===== config.mk =====
export PLATFORM = sky130hd
export DESIGN_NAME = halfword_compressor
export DESIGN_NICKNAME = d
export VERILOG_FILES = /design/src/rtl/halfword_compressor.sv
export SDC_FILE = /design/constraint.sdc
export NUM_CORES = 1
export LEC_CHECK = 0
export BUFFER_PORTS_ARGS = -buffer_cell sky130_fd_sc_hd__buf_2
export CELL_PAD_IN_SITES_DETAIL_PLACEMENT = 1
export CELL_PAD_IN_SITES_GLOBAL_PLACEMENT = 2
export CORE_UTILIZATION = 36
export CTS_CLUSTER_SIZE = 28
export DETAILED_ROUTE_END_ITERATION = 10
export PLACE_DENSITY_LB_ADDON = 0.1
export SYNTH_ARGS = -nofsm -noshare
export SYNTH_HDL_FRONTEND = slang
export SYNTH_SLANG_ARGS = --single-unit

===== constraint.sdc =====
create_clock -name clk -period 5.43 [get_ports clk]
set_clock_uncertainty 0.1 [all_clocks]
set_input_delay 0.543 -clock clk [delete_from_list [all_inputs] [get_ports clk]]
set_output_delay 0.543 -clock clk [all_outputs]
set_load 0.01 [all_outputs]

===== src/rtl/halfword_compressor.sv =====
// Narrows a stream of 32-bit signed words onto a 16-bit beat bus, sending a word
// as one compressed beat when it is the sign extension of its low half.
module halfword_compressor #(
  parameter int unsigned CNT_W = 16
) (
  input  logic             clk,
  input  logic             rst,
  input  logic             in_valid,
  output logic             in_ready,
  input  logic [31:0]      in_data,
  output logic             out_valid,
  input  logic             out_ready,
  output logic [15:0]      out_data,
  output logic             out_first,
  output logic             out_last,
  output logic             out_compressed,
  output logic [CNT_W-1:0] word_count,
  output logic [CNT_W-1:0] compressed_count
);

  localparam int unsigned WORD_W = 32;
  localparam int unsigned HALF_W = 16;
  localparam logic [CNT_W-1:0] CNT_MAX = '1;

  typedef enum logic [1:0] {
    EMPTY   = 2'd0,
    SEND_LO = 2'd1,
    SEND_HI = 2'd2
  } state_e;

  state_e            state_q, state_d;
  logic [WORD_W-1:0] word_q, word_d;
  logic              flag_q, flag_d;
  logic [CNT_W-1:0]  word_cnt_q, word_cnt_d;
  logic [CNT_W-1:0]  comp_cnt_q, comp_cnt_d;
  logic              in_compressible;

  // Bits [31:15] all equal means the upper half carries only sign.
  assign in_compressible = (&in_data[WORD_W-1:HALF_W-1]) | ~(|in_data[WORD_W-1:HALF_W-1]);

  always_ff @(posedge clk or posedge rst) begin
    if (rst) begin
      state_q    <= EMPTY;
      word_q     <= '0;
      flag_q     <= 1'b0;
      word_cnt_q <= '0;
      comp_cnt_q <= '0;
    end else begin
      state_q    <= state_d;
      word_q     <= word_d;
      flag_q     <= flag_d;
      word_cnt_q <= word_cnt_d;
      comp_cnt_q <= comp_cnt_d;
    end
  end

  always_comb begin
    state_d        = state_q;
    word_d         = word_q;
    flag_d         = flag_q;
    word_cnt_d     = word_cnt_q;
    comp_cnt_d     = comp_cnt_q;
    in_ready       = 1'b0;
    out_valid      = 1'b0;
    out_data       = '0;
    out_first      = 1'b0;
    out_last       = 1'b0;
    out_compressed = 1'b0;

    case (state_q)
      EMPTY: begin
        in_ready = 1'b1;
      end
      SEND_LO: begin
        out_valid      = 1'b1;
        out_data       = word_q[HALF_W-1:0];
        out_first      = 1'b1;
        out_last       = flag_q;
        out_compressed = flag_q;
        in_ready       = out_ready & flag_q;
        if (out_ready) begin
          state_d = flag_q ? EMPTY : SEND_HI;
        end
      end
      SEND_HI: begin
        out_valid = 1'b1;
        out_data  = word_q[WORD_W-1:HALF_W];
        out_last  = 1'b1;
        in_ready  = out_ready;
        if (out_ready) begin
          state_d = EMPTY;
        end
      end
      default: begin
        state_d = EMPTY;
      end
    endcase

    // A free slot (empty, or last beat leaving) takes the next word with no bubble.
    if (in_valid && in_ready) begin
      state_d = SEND_LO;
      word_d  = in_data;
      flag_d  = in_compressible;
    end

    if (out_valid && out_ready && out_last) begin
      if (word_cnt_q != CNT_MAX) begin
        word_cnt_d = word_cnt_q + CNT_W'(1);
      end
      if (out_compressed && (comp_cnt_q != CNT_MAX)) begin
        comp_cnt_d = comp_cnt_q + CNT_W'(1);
      end
    end
  end

  assign word_count       = word_cnt_q;
  assign compressed_count = comp_cnt_q;

endmodule


### Word-level counts from Yosys, hierarchy flattened

Cells that the tools add are included.

| word-level totals | value |
|---|---|
| memories | 0 |
| bits of input ports | 36 |
| logic and storage cells | 39 |
| memory bits (writable) | 0 |
| bits in latches | 0 |
| flip-flop bits (word level) | 67 |
| ROM bits | 0 |

| cells by class | value |
|---|---|
| multipliers | 0 |
| mux-type cells | 11 |
| bitwise operators | 3 |
| div/mod/pow operators | 0 |
| magnitude comparators | 0 |
| equality and inequality tests | 7 |
| add/sub/neg operators | 2 |
| reduce and logical (&&, ||, !) cells | 11 |
| shift-type cells | 0 |

Operators by type and width:

| operator | count |
|---|---|
| $add 16x1->16 const B | 2 |
| $ne 16x16->1 const B | 2 |
| $pmux 16 s2 | 1 |
| $reduce_and 17->1 | 1 |
| $reduce_or 17->1 | 1 |
| $mux 2 | 4 |
| $ne 3x3->1 const B | 2 |
| $pmux 2 s3 | 1 |
| $logic_and 1x1->1 | 4 |
| $reduce_and 2->1 | 2 |
| $mux 1 | 3 |
| $pmux 1 s3 | 1 |
| $reduce_and 3->1 | 1 |
| $eq 2x1->1 const B | 1 |
| $eq 2x2->1 const B | 1 |
| $logic_not 2->1 | 1 |
| $ne 2x2->1 const B | 1 |
| $pmux 1 s2 | 1 |
| $reduce_or 2->1 | 1 |
| $and 1x1->1 | 1 |
| $not 1->1 | 1 |
| $or 1x1->1 | 1 |

### Logic depth before layout (Yosys ltp)

| depth | value |
|---|---|
| depth in word-level cells | 6 |
| mapped depth | 8 |
| gate-level depth less buffers | 6 |

### Worst setup path before layout

OpenSTA, ideal clock, no wires.

| timing path | value |
|---|---|
| path kind | reg-to-output |
| from | reg state_q[1] |
| to | out out_data[10] |
| buffers on the path | 2 |
| required time | 4787 ps |
| arrival | 1671 ps |
| cell stages (with the launch flop) | 7 |
| path slack | 3116 ps |
| cells stage by stage | dfrtp_1 -> inv_1 -> ha_1 -> clkbuf_1 -> buf_1 -> a22oi_1 -> nor2b_1 |

| between the ends | value |
|---|---|
| word-level cells in the longest chain between the ends | 2 |
| elaborated cells on any way between the ends | 3 |

RTL lines:

| item | line | text |
|---|---|---|
| start: declaration | 31 | `state_e state_q, state_d;` |
| start signal: assignment | 49 | `state_q <= state_d;` |
| $eq 2x2->1 or $eq 2x1->1 (tied branches) | 70 | `case (state_q)` |
| $pmux 16 s2 (*) | 70 |  |
| end: declaration | 13 | `output logic [15:0] out_data,` |

Mark *: on every way between the ends. The rest lies on a longest branch, timed or not.

### Worst setup path after layout

| timing path | value |
|---|---|
| from | reg state_q[1] |
| to | reg word_q[2] |

| between the ends | value |
|---|---|
| word-level cells in the longest chain between the ends | 3 |
| elaborated cells on any way between the ends | 5 |

RTL lines:

| item | line | text |
|---|---|---|
| $eq 2x2->1 (tied with other cells) | 70 |  |
| $pmux 1 s3 (*) | 70 |  |
| $logic_and 1x1->1 (*) | 100 | `if (in_valid && in_ready) begin` |
| end signal: assignment | 50 | `word_q <= word_d;` |
| end: declaration | 32 | `logic [WORD_W-1:0] word_q, word_d;` |

Marked as above.
A chain may end at the register's enable or synchronous reset.

==> results.yml <==
clock_tree:
  cts_sinks: 67
  htree_levels: 3
  clockBufferDepth: 2
  post_cts_buffers: 0
  cts_buffers: 9
  root_buffer: "clkbuf_8"
  cts_resized: 0
  cts.clk_slew.worst_paths_ns: 0.07
  clock_latency_ns: 0.34
  postCtsHoldBufs: 0
  cts_tree: "done"
worst_setup_path:
  cp-end-kind: "register"
  r2r_start: "state_q[1]"
  rr_endpoint: "word_q[2]"
  regToRegSetupSlack_ns: 2.15
  cp-start-kind: "register"
  criticalPathCategory: "reg -> reg"
  cp-endpoint: "word_q[2]"
  startpoint: "state_q[1]"
  critPathRequiredTime_ns: 5.55
  reg2reg_depth: 7
  crit_arrival_ns: 3.40
  path_max_fanout: 22
route:
  first_pass_iters: 4
  vias_per_cell: 5.04
  met1_length_mm: 3.99
  met2WireLength_mm: 3.85
  top_layer: "met4"
  wl_met3_um: 263
  wl_per_cell_um: 15.8
  drtIter0Drc: 53
  ant_nets: 0
  route.final.wire_length_mm: 8.18
  drc: 0
  via_count: 2613
pwr:
  ir_worst_vdd_mv: 0.190
  cellLeakagePower_uw: 0.00199
  p_per_area_mw_per_mm2: 489
cells_and_area:
  regArea_mm2: 0.00168
  fin_nets: 426
  drive_above_1_share: 0.398
  multi_input_area_mm2: 0.00163
  areaGrowthSynthToFinish_pct: 22.3
  fillerInstances: 1047
  layout_commonest_cell: "buf_2"
  layout_common_cells: "88 x buf_2, 67 x dfrtp_1, 33 x mux2_2"
  layoutNonFillerInstCount: 518
  diodes: 0
die:
  die_area_mm2: 0.00989
  placementRows: 35
  start_util: 0.370
  die_y_um: 99.5
  ios: 89
  coreArea_mm2: 0.00924
  die_w_um: 99.5
synth:
  ys_types: 46
  synth_mux_area_frac: 0.112
  ys_seq_elements: 67
  synth_compound_area_frac: 0.0787
  synth_fa_ha_area_frac: 0.0220
  ys_warn_count: 0
  synth_area_per_cell_um2: 11.6
  syn-num-nets: 337
  synthSimpleGateAreaFrac: 0.191
  ys_seq_area_frac: 0.490
  synth_ff_type: "dfrtp_1"
  synth-edff-count: 0
  synth_top_family_by_area: "simple AND/OR/NAND/NOR gates"
  synthXorXnorAreaFrac: 0.0743
  syn_inst: 295
  async_flop_share: 1.00
  syn_area_mm2: 0.00342
min_path:
  hold_path_class: "in -> reg"
  hp-start: "in_data[9]"
timing:
  final_max_slew_viol_count: 0
  period_share: 0.604
  slew_headroom: 0.409
  worstMarginPinSlew_ns: 0.887
  rsz0062_at_grt: "false"
  max_clock_freq_mhz: 305
  tns_ns: 0
  min_period_ns: 3.28
  setup_violations: 0
  final_hold_viol_count: 0
placed_design:
  place_congestion: 0.739
  dp_hpwl_mm: 5.82
  dpl.cell_count: 502
  io_buffers: 88
global_routing:
  grt-ovfl-total: 0
  antenna_found_initial: 0
  grt_max_degree: 68
  grt_pass1_wl_mm: 14.0
  grt_pass1_vias: 2756
  groute.usage.overall: 0.180
outcome:
  status: "complete, no violations"
run:
  maxCapViolCount: 0
==> registers in the layout, indices dropped and copies added (netlist names) <==
register          count
word_q               32
state_q               2
word_count           16
compressed_count     16
flag_q                1
==> layout make-up <==
cell class | count | share of cell area
Multi-Input combinational cell | 206 | 0.391
Clock buffer | 13 | 0.0404
Inverter | 9 | 0.00808
Tap cell | 129 | 0.0386
Sequential cell | 67 | 0.401
Timing Repair Buffer | 91 | 0.111
Clock inverter | 3 | 0.0108
==> cell usage after synthesis (4+ instances only) <==
cell     instances  area share
nand3_1         10       0.015
nand2_1         11       0.012
inv_1            9      0.0099
a22oi_1         16       0.035
ha_1             6       0.022
a21oi_1          4      0.0059
buf_4            4      0.0088
nor2b_1         17       0.031
xor2_1          20       0.051
nor4_1           8       0.015
and3_1           4      0.0073
xnor2_1          9       0.023
nor2_1          10       0.011
mux2_2          33        0.11
dfrtp_1         67        0.49
nand4_1         16       0.029
==> where the power goes <==
part	internal, uW	switching, uW	leakage, uW	total, uW
logic	404	422	0.00106	826
registers	661	119	0.000834	780
clock network	250	190	0.000102	440
==> stage by stage <==
| step | worst slack, ns | total power, uW | instance area, um2 | hold slack [ns] | util |
|---|---|---|---|---|---|
| final | 2.15 | 2050 | 4180 | 0.324 | 0.453 |
| after detailed placement | 2.06 | 1630 | 3970 | 0.387 | 0.430 |
| after global placement | 2.21 | 1610 | 3970 | 0.392 | 0.430 |
| after global routing | 1.87 | 2200 | 4180 | 0.325 | 0.453 |
| after floorplan | 3.10 | 1370 | 3420 | 0.359 | - |
| after CTS | 2.07 | 2080 | 4180 | 0.307 | 0.453 |
==> logic make-up after synthesis <==
group                      Yosys count
and+or+nand+nor                    102
AOI/OAI and AO/OA                   35
adders and majority gates            6
buffers and inverters               22
xor gates and xnor gates            29
muxes                               34
DFF                                 67
==> how the worst min path moves through the flow <==
| stage | cells past startpoint | slack, ns | end |
|---|---|---|---|
| after floorplan | 1 | 0.36 | word_q[9] |
| after global routing | 2 | 0.33 | word_q[9] |
| after global placement | 1 | 0.39 | compressed_count[7] |
| after CTS | 2 | 0.31 | word_q[9] |
| after detailed placement | 1 | 0.39 | compressed_count[15] |
| final | 2 | 0.32 | word_q[9] |
==> critical path, cell delays in order, from the launching register on <==
cell     delay, ns
dfrtp_1       0.41
inv_1         0.11
ha_1          0.75
a21o_2        0.32
a21oi_2       0.11
nor3_4        0.59
buf_4         0.40
mux2_2        0.37
==> per-layer routing <==
| metal | GRT usage | vias to the layer above |
|---|---|---|
| met3 | 0.0372 | 7 |
| met2 | 0.286 | 48 |
| met5 | 0 | - |
| li1 | - | 1251 |
| met1 | 0.254 | 1307 |
| met4 | 0.0407 | 0 |
Power figures use the tool's default switching activity.
